--- src/rtl/hazard_pkg.sv ---
// Shared encodings for the pipeline hazard scheduler: FSM states,
// forwarding mux selects and the hard-wired zero register.
package hazard_pkg;

  typedef enum logic [1:0] {
    RUN      = 2'd0,
    MD_WAIT  = 2'd1,
    BR_FLUSH = 2'd2
  } state_t;

  localparam logic [1:0] FWD_RF = 2'b00;
  localparam logic [1:0] FWD_W  = 2'b01;
  localparam logic [1:0] FWD_M  = 2'b10;

  localparam logic [4:0] REG_ZERO = 5'd0;

endpackage

--- src/rtl/fwd_sel.sv ---
// Forwarding select for one E-stage source operand. M beats W so the
// youngest value wins; loads in M are not forwarded, and $0 never is.
module fwd_sel
  import hazard_pkg::*;
(
  input  logic [4:0] i_srcReg,
  input  logic [4:0] i_writeRegM,
  input  logic       i_regWriteM,
  input  logic       i_memtoRegM,
  input  logic [4:0] i_writeRegW,
  input  logic       i_regWriteW,
  output logic [1:0] o_fwd
);

  always_comb begin
    o_fwd = FWD_RF;
    if (i_regWriteM && (i_writeRegM != REG_ZERO) && (i_writeRegM == i_srcReg) && !i_memtoRegM)
      o_fwd = FWD_M;
    else if (i_regWriteW && (i_writeRegW != REG_ZERO) && (i_writeRegW == i_srcReg))
      o_fwd = FWD_W;
  end

endmodule

--- src/rtl/hazard_sched.sv ---
// Central stall/flush/forward scheduler for the 5-stage pipeline, with
// mult/div sequencing, a wait watchdog and stall/flush performance counters.
module hazard_sched
  import hazard_pkg::*;
#(
  parameter int MD_TIMEOUT = 64,
  parameter int CNT_W      = 32
) (
  input  logic             Clk,
  input  logic             Rst,
  input  logic [4:0]       RsD,
  input  logic [4:0]       RtD,
  input  logic             UsesRsD,
  input  logic             UsesRtD,
  input  logic             JumpD,
  input  logic [4:0]       RsE,
  input  logic [4:0]       RtE,
  input  logic [4:0]       WriteRegE,
  input  logic             RegWriteE,
  input  logic             MemtoRegE,
  input  logic             MdStartE,
  input  logic             MdDone,
  input  logic [4:0]       WriteRegM,
  input  logic             RegWriteM,
  input  logic             MemtoRegM,
  input  logic             BranchTakenM,
  input  logic [4:0]       WriteRegW,
  input  logic             RegWriteW,
  input  logic             CntClr,
  output logic             StallF,
  output logic             StallD,
  output logic             StallE,
  output logic             FlushD,
  output logic             FlushE,
  output logic             FlushM,
  output logic [1:0]       ForwardAE,
  output logic [1:0]       ForwardBE,
  output logic             MdKill,
  output logic             MdTimeout,
  output logic [CNT_W-1:0] StallCnt,
  output logic [CNT_W-1:0] FlushCnt,
  output logic [1:0]       State
);

  localparam int WD_W = $clog2(MD_TIMEOUT) + 1;

  state_t           r_state;
  state_t           w_nextState;
  logic [WD_W-1:0]  r_wd;
  logic [CNT_W-1:0] r_stallCnt;
  logic [CNT_W-1:0] r_flushCnt;
  logic             r_mdTimeout;

  logic w_luE;
  logic w_luM;
  logic w_lu;
  logic w_md;
  logic w_wdExpired;
  logic w_timeoutFire;

  fwd_sel u_fwdA (
    .i_srcReg   (RsE),
    .i_writeRegM(WriteRegM),
    .i_regWriteM(RegWriteM),
    .i_memtoRegM(MemtoRegM),
    .i_writeRegW(WriteRegW),
    .i_regWriteW(RegWriteW),
    .o_fwd      (ForwardAE)
  );

  fwd_sel u_fwdB (
    .i_srcReg   (RtE),
    .i_writeRegM(WriteRegM),
    .i_regWriteM(RegWriteM),
    .i_memtoRegM(MemtoRegM),
    .i_writeRegW(WriteRegW),
    .i_regWriteW(RegWriteW),
    .o_fwd      (ForwardBE)
  );

  assign w_luE = RegWriteE && MemtoRegE && (WriteRegE != REG_ZERO) &&
                 ((UsesRsD && (RsD == WriteRegE)) || (UsesRtD && (RtD == WriteRegE)));
  assign w_luM = RegWriteM && MemtoRegM && (WriteRegM != REG_ZERO) &&
                 ((UsesRsD && (RsD == WriteRegM)) || (UsesRtD && (RtD == WriteRegM)));

  // D and E hold bubbles during BR_FLUSH, so hazards seen there are stale.
  assign w_lu          = (r_state != BR_FLUSH) && (w_luE || w_luM);
  assign w_wdExpired   = (r_state == MD_WAIT) && (r_wd == WD_W'(MD_TIMEOUT - 1));
  assign w_md          = ((r_state == RUN) && MdStartE) ||
                         ((r_state == MD_WAIT) && !MdDone && !w_wdExpired);
  assign w_timeoutFire = w_wdExpired && !BranchTakenM;

  always_comb begin
    w_nextState = r_state;
    StallF = 1'b0;
    StallD = 1'b0;
    StallE = 1'b0;
    FlushD = 1'b0;
    FlushE = 1'b0;
    FlushM = 1'b0;
    MdKill = 1'b0;

    case (r_state)
      RUN: begin
        if (BranchTakenM)            w_nextState = BR_FLUSH;
        else if (MdStartE && !MdDone) w_nextState = MD_WAIT;
      end
      MD_WAIT: begin
        if (BranchTakenM)              w_nextState = BR_FLUSH;
        else if (MdDone || w_wdExpired) w_nextState = RUN;
      end
      default: w_nextState = RUN;
    endcase

    if (Rst) begin
      if (BranchTakenM) begin
        FlushD = 1'b1;
        FlushE = 1'b1;
        MdKill = (r_state == MD_WAIT);
      end else if (w_md) begin
        StallF = 1'b1;
        StallD = 1'b1;
        StallE = 1'b1;
        FlushM = 1'b1;
      end else if (w_lu) begin
        StallF = 1'b1;
        StallD = 1'b1;
        FlushE = 1'b1;
      end else if (JumpD) begin
        FlushD = 1'b1;
      end
      if (w_timeoutFire) MdKill = 1'b1;
    end
  end

  always_ff @(posedge Clk or negedge Rst) begin
    if (!Rst) begin
      r_state     <= RUN;
      r_wd        <= '0;
      r_stallCnt  <= '0;
      r_flushCnt  <= '0;
      r_mdTimeout <= 1'b0;
    end else begin
      r_state <= w_nextState;
      r_wd    <= ((r_state == MD_WAIT) && (w_nextState == MD_WAIT)) ? r_wd + WD_W'(1) : '0;
      if (w_timeoutFire) r_mdTimeout <= 1'b1;
      if (CntClr) begin
        r_stallCnt <= '0;
        r_flushCnt <= '0;
      end else begin
        if (StallF)       r_stallCnt <= r_stallCnt + CNT_W'(1);
        if (BranchTakenM) r_flushCnt <= r_flushCnt + CNT_W'(1);
      end
    end
  end

  assign State     = r_state;
  assign StallCnt  = r_stallCnt;
  assign FlushCnt  = r_flushCnt;
  assign MdTimeout = r_mdTimeout;

endmodule

--- config.mk ---
export PLATFORM = sky130hd
export DESIGN_NAME = hazard_sched
export DESIGN_NICKNAME = d
export VERILOG_FILES = /design/src/rtl/hazard_pkg.sv /design/src/rtl/fwd_sel.sv /design/src/rtl/hazard_sched.sv
export SDC_FILE = /design/constraint.sdc
export NUM_CORES = 1
export LEC_CHECK = 0
export ABC_AREA = 0
export BUFFER_PORTS_ARGS = -buffer_cell sky130_fd_sc_hd__buf_2
export CORE_MARGIN = 2
export CORE_UTILIZATION = 56
export CTS_CLUSTER_DIAMETER = 50
export DETAILED_ROUTE_END_ITERATION = 16
export GPL_ROUTABILITY_DRIVEN = 0
export GPL_TIMING_DRIVEN = 0
export PLACE_DENSITY = 0.87
export SYNTH_ARGS = -nofsm -noshare
export SYNTH_HDL_FRONTEND = slang
export SYNTH_HIERARCHICAL = 1
export SYNTH_SLANG_ARGS = --single-unit
--- constraint.sdc ---
create_clock -name Clk -period 4.22 [get_ports Clk]
set_input_delay 0.211 -clock Clk [delete_from_list [all_inputs] [get_ports Clk]]
set_output_delay 0.211 -clock Clk [all_outputs]
set_load 0.05 [all_outputs]
Word level (Yosys, flattened, before mapping):

Index checks and enable logic that the tools add are counted.

* reductions and logical operators: 41
* bitwise logic cells: 0
* add/subtract/negate cells: 3
* mux-type cells: 32
* order comparisons: 0
* shift operators: 0
* equality and inequality tests: 12
* divide/modulo/power cells: 0
* $mul: 0

Operators by type and width (count)
* $mux 32: 4
* $add 32x1->32 const B: 2
* $eq 5x5->1: 8
* $logic_and 1x1->1: 26
* $mux 1: 20
* $reduce_bool 5->1: 3
* $mux 2: 6
* $add 7x1->7 const B: 1
* $eq 7x6->1 const B: 1
* $mux 7: 1
* $logic_or 1x1->1: 5
* $eq 2x1->1 const B: 2
* $logic_not 1->1: 4
* $pmux 2 s2: 1
* $reduce_bool 2->1: 2
* $logic_not 2->1: 1
* $ne 2x2->1 const B: 1

* ROM bits: 0
* memories kept: 0
* bits in writable memories: 0
* flip-flop bits (word level): 74
* output and inout bits: 78
* bits in latches: 0

Logic depth before layout (Yosys ltp):

* word-level depth: 12
* gate-level depth with buffers: 10
* depth with buffers taken out: 9

Modules after synthesis:

The synthesis kept the hierarchy.

Modules (own cells, without submodules)
* hazard_sched: sequential area each 1851.8 um^2, times used 1, area each 4023.9 um^2, cells an instance 430
* fwd_sel: sequential area each 0.0 um^2, times used 2, area each 161.4 um^2, cells an instance 21

Worst setup path after synthesis:

No wires, ideal clock.

* kind: reg-to-output
* start point: register r_state[0] (netlist: State[0])
* end point: output StallF
* cell stages (with the launch flop): 7
* data arrival time: 2.216 ns
* setup slack: 1.793 ns
* data required time: 4.009 ns
* path through: dfrtp_1 -> and2b_1 -> or3b_2 -> o21a_4 -> buf_2 -> inv_2 -> buf_4

* word-level cells in the longest chain between the ends: 8

RTL lines
* start, declared: line hazard_sched.sv:47 `state_t r_state;`
* start signal, assigned: line hazard_sched.sv:144 `r_state <= w_nextState;`
* $eq 2x1->1: line hazard_sched.sv:88, hazard_sched.sv:90
* $logic_and 1x1->1: line hazard_sched.sv:88 `assign w_wdExpired = (r_state == MD_WAIT) && (r_wd == WD_W'(MD_TIMEOUT - 1));`
* $logic_not 1->1: line hazard_sched.sv:90 `((r_state == MD_WAIT) && !MdDone && !w_wdExpired);`
* $logic_and 1x1->1: line hazard_sched.sv:90
* $logic_or 1x1->1: line hazard_sched.sv:89 `assign w_md = ((r_state == RUN) && MdStartE) ||`
* $mux 1 (*) (3 in a row)
* end, declared: line hazard_sched.sv:30 `output logic StallF,`

Mark *: on every way between the ends. The rest lies on a longest branch, timed or not.

Worst setup path after layout:

* start point: input Rst
* end point: output StallF

* word-level cells in the longest chain between the ends: 1

RTL lines
* start, declared: line hazard_sched.sv:10 `input logic Rst,`
* $mux 1: line hazard_sched.sv:115 `if (Rst) begin`

No other way between the ends.

==> reports/qor.txt <==
max-cap viol count: 0
run status: finished clean
post-route minimum period: 3.122 ns
buffers added on ports: 125
Hold Crit Class: in2reg
Worst Hold Endpoint: State[0]$_DFF_PN0_
number of global-route vias before repair: 4083
FF-to-FF path depth: 10
GRT overflow: 0
post-synthesis register bit count: 74
final setup vio count: 0
Initial Utilization: 0.5714
Finished Cell Area: 5385 µm²
Die Y: 92.10 µm
Worst setup EP type: output pin
TNS Setup: 0 ns
Slew @ Worst Pin: 0.7387 ns
CTS tree: yes
most common cell after layout, fill and taps aside: buf_2
arrival time at the worst endpoint: 2.91 ns
Core Box Area: 7607 µm²
die width: 92.10 µm
H-Tree Depth: 3
EDFF count, synth: 0
Final Hold Violating Endpoints: 0
Routed WL: 11370 µm
gr usage total: 0.2709
most frequent cells in the layout: buf_2, dfrtp_1, nor2_1
YS warnings: 6
largest net degree at the start of global routing: 47
CTS Buffer Depth: 2
Final HPWL DP: 8279 µm
most used flip-flop cell after synthesis: dfrtp_1
Synth async-reset ratio: 1.000
Synth Net Count: 524
fin nets: 662
Max VDD drop: 0.2069 mV
share of cells above drive strength 1: 0.2634
post-cts sizing count: 0
maximum operating frequency: 320.3 MHz
FP Rows: 32
HP Start: MdDone
io pins: 127
clk_lat worst skew: 0.35 ns
post-route ant nets: 0
via count: 4288
sequential fraction of the synthesis area: 0.4260
clk root buf: clkbuf_8
die area: 8482 µm²
part of the cycle the worst path needs: 0.7398
fin worst setup slack: 1.098 ns
initial antenna violation count: 0
FF-to-FF setup slack: 1.59 ns
max-slew violations: 0
Max FO, Critical Path: 46
Reg clk slew, reported paths: 0.07 ns
pwr/cell area: 294.7 nW/µm²
synth unique cells: 52
Antenna Cells: 0
Leak: 2.451 nW
RSZ-0062 raised after global routing: no
worst slack at placement: 1.575 ns
Worst slew margin: 0.5037
CTS Sinks: 74
CTS Buf Count: 9
RR Startpoint: r_wd[0]$_DFF_PN0_
Synth Area per Inst: 9.209 µm²
CP Launch Type: input port
clock skew: 0.01333 ns
R2R Path End: StallCnt[29]$_DFFE_PN0P_
Post-Syn Area: 4347 µm²
Worst Hold Path Cells: 2
Syn Inst Count: 472
routed len/inst: 15.85 µm
Via density: 5.980
Tot Pwr: 1.587 mW
worst path required time: 4.01 ns
P&R area growth vs syn: 23.89%
Placed Area: 5122 µm²
DR DRC count: 0
first-pass GRT wire length: 18620 µm
CP Class: in2out
1st-iter DRT viols: 299
Pre-Repair DR Iteration Count: 5
## how the worst max path moves through the flow
stage / endpoint / cells past startpoint / startpoint
floorplan: StallF / 6 / State[0]$_DFF_PN0_
global placement: StallCnt[29]$_DFFE_PN0P_ / 7 / Rst
detailed placement: StallCnt[18]$_DFFE_PN0P_ / 8 / Rst
CTS: StallF / 9 / Rst
global route: StallF / 9 / Rst
finish: StallF / 9 / Rst
## layer usage
metal  track usage  part of all wire  vias up
met3       0.04848             0.072       16
met4        0.1132             0.014        0
met2        0.4620              0.50      191
li1              -                 -     1975
met1        0.3400              0.41     2106
met5             0                 0        -
## metrics by stage
| step | instances | hold slack [ns] | utilization |
|---|---|---|---|
| floorplan | 472 | -0.08459 | - |
| global placement | 699 | 0.4360 | 0.6704 |
| detailed placement | 700 | 0.1914 | 0.6734 |
| CTS | 717 | 0.08341 | 0.7079 |
| global route | 717 | 0.08489 | 0.7079 |
| finish | 717 | 0.09909 | 0.7079 |
## layout make-up
class / instances / area [µm²]
sequential: 74 / 1852
tap: 102 / 127.6
multi-input combinational: 368 / 2356
fill: 619 / 2222
buffer: 20 / 101.3
inverter: 10 / 37.54
clock buffer: 12 / 155.1
timing repair buffer: 127 / 658.1
clock inverter: 4 / 97.59
## logic make-up after synthesis
kind of cell / Yosys count / synth area share
simple gates: 214 / 0.2726
fa+ha+maj: 3 / 0.008636
flops: 74 / 0.4260
mux: 2 / 0.004606
compound gates: 77 / 0.1111
buf+inv: 30 / 0.03195
xor+xnor: 72 / 0.1451
## where the power goes
part | internal (mW) | leakage (nW) | total [mW] | switching (mW)
Combinational | 0.0658 | 1.30 | 0.182 | 0.116
Clock | 0.426 | 0.123 | 0.688 | 0.263
Sequential | 0.712 | 1.03 | 0.717 | 0.00507
## cells in the mapped netlist, drive strengths merged, types with 2 or more instances
cell    instances  share of area
o21ai          18          0.021
or4            12          0.021
o41ai           2         0.0040
a21oi          32          0.037
nand4          24          0.035
or3            18          0.026
ha              3         0.0086
nor4b           3          0.013
clkbuf         11         0.0095
o311a           2         0.0046
nand2          25          0.022
o22ai           2         0.0029
nor4            4         0.0058
nor3b           2         0.0035
mux2i           2         0.0046
nor3           14          0.020
nand3b          2         0.0043
nand3          33          0.038
xor2           31          0.062
nor2b           3         0.0043
buf             9          0.014
dfrtp          74           0.43
o31ai          13          0.026
and3           12          0.018
inv            10         0.0086
o21a            3         0.0069
nor2           53          0.046
xnor2          41          0.083
o211ai          2         0.0035
## state kept, by name (all words and copies together) (netlist names)
name	flops
FlushCnt	32
MdTimeout	1
StallCnt	32
State	2
r_wd	7
## critical path, stage by stage
cell and delay (ns):
dlygate4sd3_1 0.53, buf_4 0.40, buf_12 0.30, or3b_2 0.48, o21a_4 0.26, buf_2 0.19, inv_2 0.14, buf_4 0.12
buf_2 0.24
## timing repair
item                                   in CTS  in global routing
buffers inserted                            0                  0
endpoints found under the hold margin      33                  0
hold buffers                                1                  0
(Power assumes the default switching activity.)
